===== src/rtl/cp_filter_pkg.sv =====
// Shared types and arithmetic helpers for the digital charge pump / PI loop filter.
// The error code is a 2-bit signed value so it can feed the arithmetic paths directly.
package cp_filter_pkg;

    typedef logic signed [1:0] err_t;

    localparam err_t ERR_ZERO = 2'sb00;
    localparam err_t ERR_POS  = 2'sb01;
    localparam err_t ERR_NEG  = 2'sb11;

    // Wide enough for any accumulator or control-word sum this block will ever form.
    localparam int SAT_W = 48;
    typedef logic signed [SAT_W-1:0] sat_t;

    function automatic err_t err_decode(input logic up_v, input logic dn_v);
        err_t e;
        e = ERR_ZERO;
        if (up_v && !dn_v) begin
            e = ERR_POS;
        end else if (dn_v && !up_v) begin
            e = ERR_NEG;
        end
        return e;
    endfunction

    function automatic sat_t sat_add(input sat_t a, input sat_t b, input sat_t lo, input sat_t hi);
        sat_t s;
        s = a + b;
        if (s < lo) begin
            s = lo;
        end else if (s > hi) begin
            s = hi;
        end
        return s;
    endfunction

endpackage


===== src/rtl/cp_lock_detect.sv =====
// Lock detector: consecutive zero-error / nonzero-error run counters driving a sticky lock flag.
// Isolated PFD pulses clear the zero run but never reach the unlock threshold on their own.
module cp_lock_detect
    import cp_filter_pkg::*;
#(
    parameter int LOCK_CNT   = 16,
    parameter int UNLOCK_CNT = 4
) (
    input  logic clk,
    input  logic rst,
    input  err_t err,
    output logic locked
);

    localparam int ZW = $clog2(LOCK_CNT + 1);
    localparam int NW = $clog2(UNLOCK_CNT + 1);
    localparam logic [ZW-1:0] Z_TOP = ZW'(LOCK_CNT - 1);
    localparam logic [NW-1:0] N_TOP = NW'(UNLOCK_CNT - 1);

    logic [ZW-1:0] zrun;
    logic [NW-1:0] nzrun;
    logic [ZW-1:0] zrun_next;
    logic [NW-1:0] nzrun_next;
    logic          locked_next;
    logic          err_zero;

    always_comb begin
        err_zero    = (err == ERR_ZERO);
        zrun_next   = zrun;
        nzrun_next  = nzrun;
        locked_next = locked;
        if (err_zero) begin
            nzrun_next = '0;
            if (zrun != Z_TOP) begin
                zrun_next = zrun + 1'b1;
            end
            if (zrun == Z_TOP) begin
                locked_next = 1'b1;
            end
        end else begin
            zrun_next = '0;
            if (nzrun != N_TOP) begin
                nzrun_next = nzrun + 1'b1;
            end
            if (nzrun == N_TOP) begin
                locked_next = 1'b0;
            end
        end
    end

    always_ff @(posedge clk or posedge rst) begin
        if (rst) begin
            zrun   <= '0;
            nzrun  <= '0;
            locked <= 1'b0;
        end else begin
            zrun   <= zrun_next;
            nzrun  <= nzrun_next;
            locked <= locked_next;
        end
    end

endmodule


===== src/rtl/dig_charge_pump_filter.sv =====
// Digital charge pump and PI loop filter between the PFD and the DCO/NCO.
// Two register stages: up/dn capture, then integrator plus saturating control word.
module dig_charge_pump_filter
    import cp_filter_pkg::*;
#(
    parameter int CTRL_W     = 16,
    parameter int KP_SHIFT   = 2,
    parameter int KI_SHIFT   = 6,
    parameter int CTRL_INIT  = 32768,
    parameter int LOCK_CNT   = 16,
    parameter int UNLOCK_CNT = 4
) (
    input  logic              clk,
    input  logic              rst,
    input  logic              up,
    input  logic              dn,
    input  logic              freeze,
    output logic [CTRL_W-1:0] ctrl,
    output logic              ctrl_upd,
    output logic              locked
);

    localparam int ACC_W = CTRL_W + KI_SHIFT;
    localparam int MID_W = CTRL_W + 2;

    localparam logic [ACC_W-1:0]  ACC_INIT  = ACC_W'(CTRL_INIT) << KI_SHIFT;
    localparam logic [CTRL_W-1:0] CTRL_RST  = CTRL_W'(CTRL_INIT);
    localparam sat_t              ACC_MAX   = sat_t'({ACC_W{1'b1}});
    localparam sat_t              CTRL_MAX  = sat_t'({CTRL_W{1'b1}});
    localparam sat_t              SAT_ZERO  = '0;

    logic                    up_q;
    logic                    dn_q;
    logic [ACC_W-1:0]        acc;
    err_t                    err;
    logic [ACC_W-1:0]        acc_next;
    logic signed [MID_W-1:0] ctrl_mid;
    logic [CTRL_W-1:0]       ctrl_next;

    always_comb begin
        err = err_decode(up_q, dn_q);

        acc_next = acc;
        if (!freeze) begin
            acc_next = ACC_W'(sat_add(sat_t'(acc), sat_t'(err), SAT_ZERO, ACC_MAX));
        end

        // Proportional kick rides on the integrator value being written this cycle.
        ctrl_mid  = $signed({2'b00, acc_next[ACC_W-1:KI_SHIFT]}) + (MID_W'(err) <<< KP_SHIFT);
        ctrl_next = CTRL_W'(sat_add(sat_t'(ctrl_mid), SAT_ZERO, SAT_ZERO, CTRL_MAX));
    end

    always_ff @(posedge clk or posedge rst) begin
        if (rst) begin
            up_q     <= 1'b0;
            dn_q     <= 1'b0;
            acc      <= ACC_INIT;
            ctrl     <= CTRL_RST;
            ctrl_upd <= 1'b0;
        end else begin
            up_q     <= up;
            dn_q     <= dn;
            acc      <= acc_next;
            ctrl     <= ctrl_next;
            ctrl_upd <= (ctrl_next != ctrl);
        end
    end

    cp_lock_detect #(
        .LOCK_CNT   (LOCK_CNT),
        .UNLOCK_CNT (UNLOCK_CNT)
    ) u_lock (
        .clk    (clk),
        .rst    (rst),
        .err    (err),
        .locked (locked)
    );

endmodule


===== config.mk =====
export PLATFORM = sky130hd
export DESIGN_NAME = dig_charge_pump_filter
export DESIGN_NICKNAME = d
export VERILOG_FILES = /design/src/rtl/cp_filter_pkg.sv /design/src/rtl/cp_lock_detect.sv /design/src/rtl/dig_charge_pump_filter.sv
export SDC_FILE = /design/constraint.sdc
export NUM_CORES = 1
export LEC_CHECK = 0
export CAP_MARGIN = 30
export CORE_ASPECT_RATIO = 1.2
export CORE_MARGIN = 4
export CORE_UTILIZATION = 50
export DETAILED_ROUTE_END_ITERATION = 10
export HOLD_SLACK_MARGIN = 0.15
export PLACE_DENSITY = 0.73
export RECOVER_POWER = 25
export SLEW_MARGIN = 10
export SYNTH_ARGS = -nofsm -noshare
export SYNTH_HDL_FRONTEND = slang
export SYNTH_SLANG_ARGS = --single-unit

===== constraint.sdc =====
create_clock -name clk -period 14.2 [get_ports clk]
set_input_delay 2.84 -clock clk [delete_from_list [all_inputs] [get_ports clk]]
set_output_delay 2.84 -clock clk [all_outputs]
set_load 0.005 [all_outputs]

### Yosys cells after proc, flatten, opt, wreduce, memory -nomap -nowiden

Index checks and enable logic that the tools add are counted.

| storage, ports and cells | value |
|---|---|
| register bits after elaboration | 50 |
| bits of input ports | 5 |
| output and inout port bits | 18 |
| logic and storage cells | 46 |

| cells by class | value |
|---|---|
| $add $sub $neg | 4 |
| $lt $le $gt $ge | 4 |
| equal/unequal tests | 7 |
| mux-type cells | 14 |
| reductions and logical operators | 8 |

Operators with widths:

| kind | number |
|---|---|
| $mux 22 | 3 |
| $mux 16 | 2 |
| $add 23x2->24 | 1 |
| $gt 24x23->1 const B | 1 |
| $lt 24x1->1 const B | 1 |
| $add 17x4->18 | 1 |
| $gt 18x17->1 const B | 1 |
| $lt 18x1->1 const B | 1 |
| $ne 16x16->1 | 1 |
| $mux 5 | 2 |
| $mux 3 | 2 |
| $add 5x1->5 const B | 1 |
| $eq 5x4->1 const B | 1 |
| $ne 5x4->1 const B | 1 |
| $mux 2 | 2 |
| $ne 2x2->1 const B | 2 |
| $reduce_bool 2->1 | 2 |
| $add 3x1->3 const B | 1 |
| $eq 3x2->1 const B | 1 |
| $mux 1 | 3 |
| $ne 3x2->1 const B | 1 |
| $logic_and 1x1->1 | 2 |
| $logic_not 1->1 | 2 |
| $logic_not 2->1 | 1 |
| $reduce_and 2->1 | 1 |

### Logic depth before layout (Yosys ltp)

Gate-level depths: netlist (run 1).

| depth | value |
|---|---|
| depth after elaboration | 14 |
| mapped depth | 37 |
| gate-level depth less buffers | 28 |

### Modules after synthesis

A second synthesis (run 1) with hierarchy kept.

| second synthesis, totals | value |
|---|---|
| cell total of the unflattened synthesis | 697 |
| area, all modules | 5,377.7 sq um |

By module, submodules not included:

| module | instances | cells each | area each (sq um) |
|---|---|---|---|
| dig_charge_pump_filter | 1 | 654 | 4,913.5 |
| cp_lock_detect | 1 | 43 | 464.2 |

### Least setup slack after synthesis (run 1)

No wires, ideal clock.

| path | value |
|---|---|
| path kind | register -> register |
| start | register up_q |
| end | register ctrl_upd |
| arrival time | 7,810 ps |
| setup slack | 6,254 ps |
| cell stages (with the launch flop) | 37 |
| clock period less this slack | 7,946 ps |
| cell sequence | dfrtp_1 -> inv_1 -> ha_1 -> buf_4 -> buf_4 -> buf_2 -> buf_2 -> buf_2 -> clkbuf_1 -> buf_1 -> buf_1 -> xor2_1 -> ha_1 -> nand4bb_1 -> nand4_2 -> a311o_1 -> and4_1 -> buf_4 -> nor2_8 -> buf_1 -> clkbuf_1 -> buf_1 -> a21oi_1 -> o32a_1 -> ha_1 -> ha_1 -> and3_1 -> o31a_1 -> o311a_1 -> o21a_1 -> o311ai_4 -> buf_6 -> a21oi_1 -> a2111oi_2 -> a31oi_1 -> a211oi_2 -> nand4_1 |

| on the way | value |
|---|---|
| word-level cells in the longest chain between the ends | 14 |

RTL lines:

| item | line | source |
|---|---|---|
| from (decl) | dig_charge_pump_filter.sv:32 | `logic up_q;` |
| from (signal assigned) | dig_charge_pump_filter.sv:61 | `up_q <= up;` |
| $logic_not 1->1 | cp_filter_pkg.sv:20 | `end else if (dn_v && !up_v) begin` |
| $logic_and 1x1->1 | cp_filter_pkg.sv:20 |  |
| $mux 2 | cp_filter_pkg.sv:20 |  |
| $mux 2 (*) | cp_filter_pkg.sv:18 | `if (up_v && !dn_v) begin` |
| $add 23x2->24 (*) | cp_filter_pkg.sv:28 | `s = a + b;` |
| $gt 24x23->1 | cp_filter_pkg.sv:31 | `end else if (s > hi) begin` |
| $mux 22 | cp_filter_pkg.sv:31 |  |
| $mux 22 (*) | cp_filter_pkg.sv:29 | `if (s < lo) begin` |
| $mux 22 (*) | dig_charge_pump_filter.sv:44 | `if (!freeze) begin` |
| net acc_next[8] | dig_charge_pump_filter.sv:36 | `logic [ACC_W-1:0] acc_next;` |
| $add 17x4->18 (*) | dig_charge_pump_filter.sv:49 | `ctrl_mid = $signed({2'b00, acc_next[ACC_W-1:KI_SHIFT]}) + (MID_W'(err) <<< KP_SHIFT);` |
| $gt 18x17->1 | cp_filter_pkg.sv:31 |  |
| $mux 16 | cp_filter_pkg.sv:31 |  |
| $mux 16 (*) | cp_filter_pkg.sv:29 |  |
| $ne 16x16->1 (*) | dig_charge_pump_filter.sv:65 | `ctrl_upd <= (ctrl_next != ctrl);` |
| to (signal assigned) | dig_charge_pump_filter.sv:65 |  |
| to (decl) | dig_charge_pump_filter.sv:19 | `output logic ctrl_upd,` |

Mark *: on every way through the listed nets, which the timed path passes. The rest lies on a longest branch.
A chain may end at the register's enable or synchronous reset.

### Worst setup path after layout (run 1)

Ends and elaborated chain as after synthesis.

==> impl_metrics.tcl, run 1 <==
set metrics [dict create \
    r2r-start "up_q$_DFF_PP0_" \
    num_rows 42 \
    clock_tree.buffer_depth 2 \
    rsz0062_at_grt "no" \
    routed_wl_um 17200 \
    path_class "reg2reg" \
    initial_core_util 0.512 \
    syn_inst 742 \
    yosysSeqAreaShare 0.222 \
    synth_edf_count 0 \
    clk_pin_slew_ns 0.07 \
    reg2reg_to "ctrl_upd$_DFF_PP0_" \
    cap_violations 1 \
    pwr-share-seq 0.313 \
    drc 0 \
    fmax_mhz 137 \
    synth-async-reset-ratio 1.00 \
    cpMostUsedCell "ha_1" \
    path_buf_inv 3 \
    synth_top_area_frac 0.213 \
    switching_share 0.482 \
    hold_viol 0 \
    crit_path_end_kind "register" \
    synth_fp_nets 768 \
    dr.pass1.iters 5 \
    gp_congestion 0.955 \
    hp-class "reg2reg" \
    netlist_area_um2 5650 \
    crit_path_end "ctrl_upd$_DFF_PP0_" \
    clkPwrFrac 0.140 \
    use_met3 0.0275 \
    use_met2 0.428 \
    numClockSinks 50 \
    ir_drop_mv 0.0965 \
    dpl.hpwl_um 11900 \
    combPwrFrac 0.547 \
    io_buffers 22 \
    ant_nets 0 \
    overflow 0 \
    ys_types 94 \
    reg2reg_slack_ns 6.92 \
    final_cell_count_no_fill 846 \
    nNetsFinal 739 \
    via_count 5944 \
    first_iter_violations 681 \
    cts_resized 0 \
    fillerInstances 1026 \
    finalSetupViolCount 0 \
    tns_ns 0 \
    placedCellCount 837 \
    startpoint "up_q$_DFF_PP0_" \
    hold_slack_ns 0.497 \
    period_share 0.512 \
    switchingPower_mw 0.483 \
    synth_area_per_cell_um2 7.61 \
    drive_gt1_frac 0.0770 \
    routedWlPerCell_um 20.4 \
    num_antenna_cells 0 \
    synth-seq-cells 50 \
    ios 23 \
    synth_area_leaders "dfrtp_1 21%, a21oi_1 5.8%, nor2_1 5.1%, ha_1 4.7%, xnor2_1 4.2%" \
    cp_max_fo 82 \
    grt-busiest-layer "met2" \
    slew_viol_final 51 \
    status "finished, violations left" \
    arrival_ns 7.44 \
    yosysTopAreaCell "dfrtp_1" \
    grt_pass1_vias 5828 \
    grt_max_degree 83 \
    critical-path-slowest-cell "buf_4" \
    reg2reg_depth 25 \
    max_stage_delay_ns 0.66 \
    synth_warnings 0 \
    cts-root-buf "clkbuf_16" \
    cts_hold_buf 0 \
    antenna_found_initial 0 \
    post_cts_buffers 0 \
    grt_use_total 0.263 \
    die_w_um 105 \
    holdPathStages 2 \
    synthFlopType "dfrtp_1" \
    start_kind "register" \
    p_leak_nw 2.34 \
    dieArea_um2 13100 \
    p_int_mw 0.519 \
    fp.coreArea_um2 11000 \
    crit_required_ns 14.37 \
    tightest_slew_ns 2.90 \
    insertion_delay_ns 0.30 \
    powerDensity_nw_per_um2 168 \
    cp_num_cells 25 \
    slew_headroom -0.930 \
    cts_tree "done" \
    cts_inserted_buffers 5 \
    ctsHtreeMaxLevel 2 \
    routed_via_density 7.03 \
    die_y_um 124 \
    grt_pass1_wl_um 28800 \
    fin_crit_ns 7.28 \
    skew_ns 0.00951 \
    violations "max-capacitance violations, max-slew violations" \
    crit_family "compound AO/OA/AOI/OAI gates" \
    grtUsageMet1 0.335 \
    syn_to_final_growth_pct 5.85 \
]
-- cells in the mapped netlist (all sizes together) (8+ instances only) --
cell type	count
xnor2	27
and2	11
dfrtp	48
or2	10
buf	22
ha	21
a21oi	65
a22oi	8
or3	11
o21ai	46
o22ai	10
nand2	52
nor2	79
xor2	8
o32a	11
nand3	20
nor3	15
a31oi	29
clkbuf	44
o211ai	11
inv	31
o21a	10
-- flip-flops by register name, indices dropped and copies added, names as in the netlist --
name / cells
ctrl: 16
acc: 22
u_lock.locked: 1
u_lock.zrun: 5
u_lock.nzrun: 3
up_q: 1
dn_q: 1
ctrl_upd: 1
-- routing by layer --
metal / wire, um / vias up
li1: - / 2730
met1: 6960 / 2801
met2: 8060 / 335
met3: 1160 / 78
met4: 1050 / 0
met5: 0 / -
-- power groups by stage --
stage               Sequential [mW]  Combinational, mW  Clock (mW)
CTS                           0.308              0.538       0.143
floorplan                     0.233              0.455           0
detailed placement            0.311              0.533           0
finish                        0.314              0.548       0.141
global placement              0.309              0.523           0
global route                  0.326              0.604       0.148
-- how the worst min path moves through the flow --
| stage | from | endpoint | slack (ns) |
|---|---|---|---|
| after floorplan | acc[0]$_DFFE_PP0N_ | acc[0]$_DFFE_PP0N_ | 0.46 |
| final | acc[0]$_DFFE_PP0N_ | acc[0]$_DFFE_PP0N_ | 0.50 |
| after detailed placement | acc[0]$_DFFE_PP0N_ | acc[0]$_DFFE_PP0N_ | 0.48 |
| after global placement | acc[0]$_DFFE_PP0N_ | acc[0]$_DFFE_PP0N_ | 0.48 |
| after global routing | acc[0]$_DFFE_PP0N_ | acc[0]$_DFFE_PP0N_ | 0.52 |
| after CTS | acc[0]$_DFFE_PP0N_ | acc[0]$_DFFE_PP0N_ | 0.50 |
-- cell type report --
cell class | instances | area [um2] | share of cell area
clock buffers | 6 | 129 | 0.0216
clock inverters | 2 | 37.5 | 0.00628
inverters | 31 | 116 | 0.0195
multi-input cells | 595 | 3990 | 0.668
flip-flops and latches | 50 | 1250 | 0.210
well taps | 132 | 165 | 0.0276
repair buffers | 30 | 284 | 0.0475
-- cells by family after synthesis --
group | after synthesis | synth area share
compound gates | 281 | 0.364
xor+xnor | 35 | 0.0543
fa+ha+maj | 21 | 0.0465
simple gates | 254 | 0.234
mux | 4 | 0.00709
flops | 50 | 0.222
buf+inv | 97 | 0.0720
-- metrics by stage --
step | cell area, um2 | utilization | worst slack (ns) | total power, mW
global placement | 5790 | 0.525 | 7.04 | 0.832
global route | 5980 | 0.542 | 6.40 | 1.08
finish | 5980 | 0.542 | 6.92 | 1.00
detailed placement | 5790 | 0.525 | 6.91 | 0.844
floorplan | 5650 | - | 6.25 | 0.688
CTS | 5960 | 0.540 | 7.01 | 0.990
-- cell usage in the layout, fill, tap and decap left out, types with 15 or more instances in the layout --
cell type	Yosys	routed
a21oi_1	65	65
a31oi_1	28	28
clkdlybuf4s50_1	0	18
dfrtp_1	48	48
ha_1	21	19
inv_1	31	30
nand2_1	52	52
nand3_1	20	20
nor2_1	77	77
nor3_1	15	15
o21ai_0	40	40
xnor2_1	27	27
-- worst register-to-register path: stages (launching register included) --
cell,delay (ns)
dfrtp_1,0.36
inv_1,0.08
ha_2,0.17
buf_4,0.66
xor2_1,0.19
ha_1,0.29
nand4bb_1,0.13
nand4_2,0.22
a311o_1,0.47
and4_1,0.34
nor2_8,0.54
a31oi_1,0.20
o32a_1,0.38
ha_1,0.24
ha_1,0.25
and3_1,0.18
o31a_1,0.29
o311a_1,0.36
o21a_1,0.26
o311ai_4,0.26
buf_4,0.34
a21oi_1,0.14
a2111oi_2,0.37
a31oi_1,0.15
a211oi_2,0.19
nand4_1,0.10
Note: power is estimated with default switching activity, not from simulation.
==> run 2: changes to the inputs <==
PLACE_DENSITY = 0.75   (was 0.73)
clock period = 6.4 ns   (was 14.2 ns; I/O delays follow)
==> run 2 against run 1 <==
Net effect:
- the flow now finishes without violations
- via count is 2.8% higher
- sequential share of layout area shrank 1.1 points
- final area rose by 5.4%
- register-to-register slack got worse by 6.6 ns
- die area stayed put
- global-route usage rose by 0.44 points
- critical path depth is 4 lower
==> impl_metrics.tcl, run 2 (synthesis results as in run 1) <==
set metrics [dict create \
    initial_core_util 0.512 \
    grt_use_total 0.268 \
    hp-class "reg2reg" \
    p_leak_nw 2.50 \
    numClockSinks 50 \
    dieArea_um2 13100 \
    holdPathStages 2 \
    cp_max_fo 11 \
    routed_wl_um 18100 \
    insertion_delay_ns 0.30 \
    clock_tree.buffer_depth 2 \
    fin_crit_ns 6.09 \
    mostFrequentLayoutCells "76 x nor2_1, 62 x a21oi_1, 52 x nand2_1" \
    io_buffers 22 \
    num_antenna_cells 0 \
    first_iter_violations 719 \
    hold_start "acc[0]$_DFFE_PP0N_" \
    ios 23 \
    crit_required_ns 6.64 \
    via_count 6112 \
    top_regs "acc x22, ctrl x16, u_lock.zrun x5" \
    routed_via_density 6.98 \
    tns_ns 0 \
    nNetsFinal 769 \
    grt_pass1_vias 5833 \
    r2r-start "dn_q$_DFF_PP0_" \
    drive_gt1_frac 0.130 \
    top_register "acc" \
    fp.coreArea_um2 11000 \
    final_common_cell "nor2_1" \
    path_class "reg2reg" \
    ir_drop_mv 0.285 \
    die_y_um 124 \
    ctsHtreeMaxLevel 2 \
    finalSetupViolCount 0 \
    period_share 0.952 \
    gp_congestion 1.04 \
    routedWlPerCell_um 20.7 \
    fin_ws_ns 0.306 \
    dp_slack_ns 0.0622 \
    antenna_found_initial 0 \
    cap_violations 0 \
    overflow 0 \
    skew_ns 0.00841 \
    powerDensity_nw_per_um2 366 \
    reg2reg_slack_ns 0.31 \
    slew_headroom 0.449 \
    cts_inserted_buffers 5 \
    drc 0 \
    hold_viol 0 \
    num_rows 42 \
    status "finished, final reports clean" \
    die_w_um 105 \
    ant_nets 0 \
    start_kind "register" \
    largest_reg_flops 22 \
    fmax_mhz 164 \
    cts-root-buf "clkbuf_16" \
    tightest_slew_ns 0.823 \
    finalInstanceArea_um2 6300 \
    worstHoldEndpoint "acc[0]$_DFFE_PP0N_" \
    syn_to_final_growth_pct 11.6 \
    reg2reg_to "ctrl_upd$_DFF_PP0_" \
    cts_hold_buf 0 \
    grt_pass1_wl_um 29200 \
    place_area_um2 6050 \
    grt_max_degree 46 \
    slew_viol_final 0 \
    arrival_ns 6.33 \
    dr.pass1.iters 5 \
    dpl.hpwl_um 13300 \
    cts_tree "done" \
    crit_path_end_kind "register" \
    clk_pin_slew_ns 0.08 \
    reg2reg_depth 21 \
]
[run 2: where the power goes]
part           switching, mW  internal (mW)
combinational          0.771          0.607
clock                  0.136          0.150
sequential             0.212          0.430
total                   1.12           1.19
[run 2: final cells by class]
| cell class | instances | area, um2 |
|---|---|---|
| well taps | 132 | 165 |
| fillers | 997 | 4730 |
| flip-flops and latches | 50 | 1250 |
| clock inverters | 3 | 26.3 |
| inverters | 31 | 116 |
| clock buffers | 5 | 125 |
| multi-input cells | 596 | 4100 |
| repair buffers | 59 | 518 |
[run 2: worst max path at each step]
| stage | endpoint | from |
|---|---|---|
| after floorplan | ctrl_upd$_DFF_PP0_ | dn_q$_DFF_PP0_ |
| after global placement | ctrl_upd$_DFF_PP0_ | up_q$_DFF_PP0_ |
| after detailed placement | ctrl_upd$_DFF_PP0_ | up_q$_DFF_PP0_ |
| after CTS | ctrl_upd$_DFF_PP0_ | up_q$_DFF_PP0_ |
| after global routing | ctrl_upd$_DFF_PP0_ | up_q$_DFF_PP0_ |
| final | ctrl_upd$_DFF_PP0_ | dn_q$_DFF_PP0_ |
[run 2: layer usage]
metal / GRT usage / share of wire / wire, um
met5: 0 / 0 / 0
met4: 0.127 / 0.050 / 899
met3: 0.0347 / 0.078 / 1410
met2: 0.443 / 0.47 / 8510
met1: 0.345 / 0.40 / 7300
[run 2: critical path: stages, from the launching register on]
cell and delay, ns:
dfrtp_1 0.44, ha_4 0.31, inv_1 0.05, ha_1 0.23, ha_2 0.21, nand4b_1 0.10, nand4_2 0.19, a311o_1 0.38
and4_1 0.28, or2_1 0.37, o311a_1 0.37, o32a_1 0.37, ha_1 0.32, a21oi_1 0.21, nor2_1 0.07, a211o_1 0.43
a21oi_2 0.33, o311ai_4 0.23, and3_1 0.23, o2111a_1 0.23, or4_1 0.56, nand4_1 0.11
[run 2: through the flow]
step | std cells | hold WS [ns] | utilization | power, mW
after floorplan | 742 | 0.458 | - | 1.55
after global placement | 864 | 0.485 | 0.547 | 1.92
after detailed placement | 865 | 0.511 | 0.548 | 1.96
after CTS | 873 | 0.528 | 0.562 | 2.25
after global routing | 876 | 0.538 | 0.571 | 2.47
final | 876 | 0.520 | 0.571 | 2.31
[run 2: repair_timing]
| item | in CTS | in global routing |
|---|---|---|
| resized for setup | 0 | 9 |
| setup endpoints to repair | 0 | 1 |
| buffers inserted | 0 | 2 |
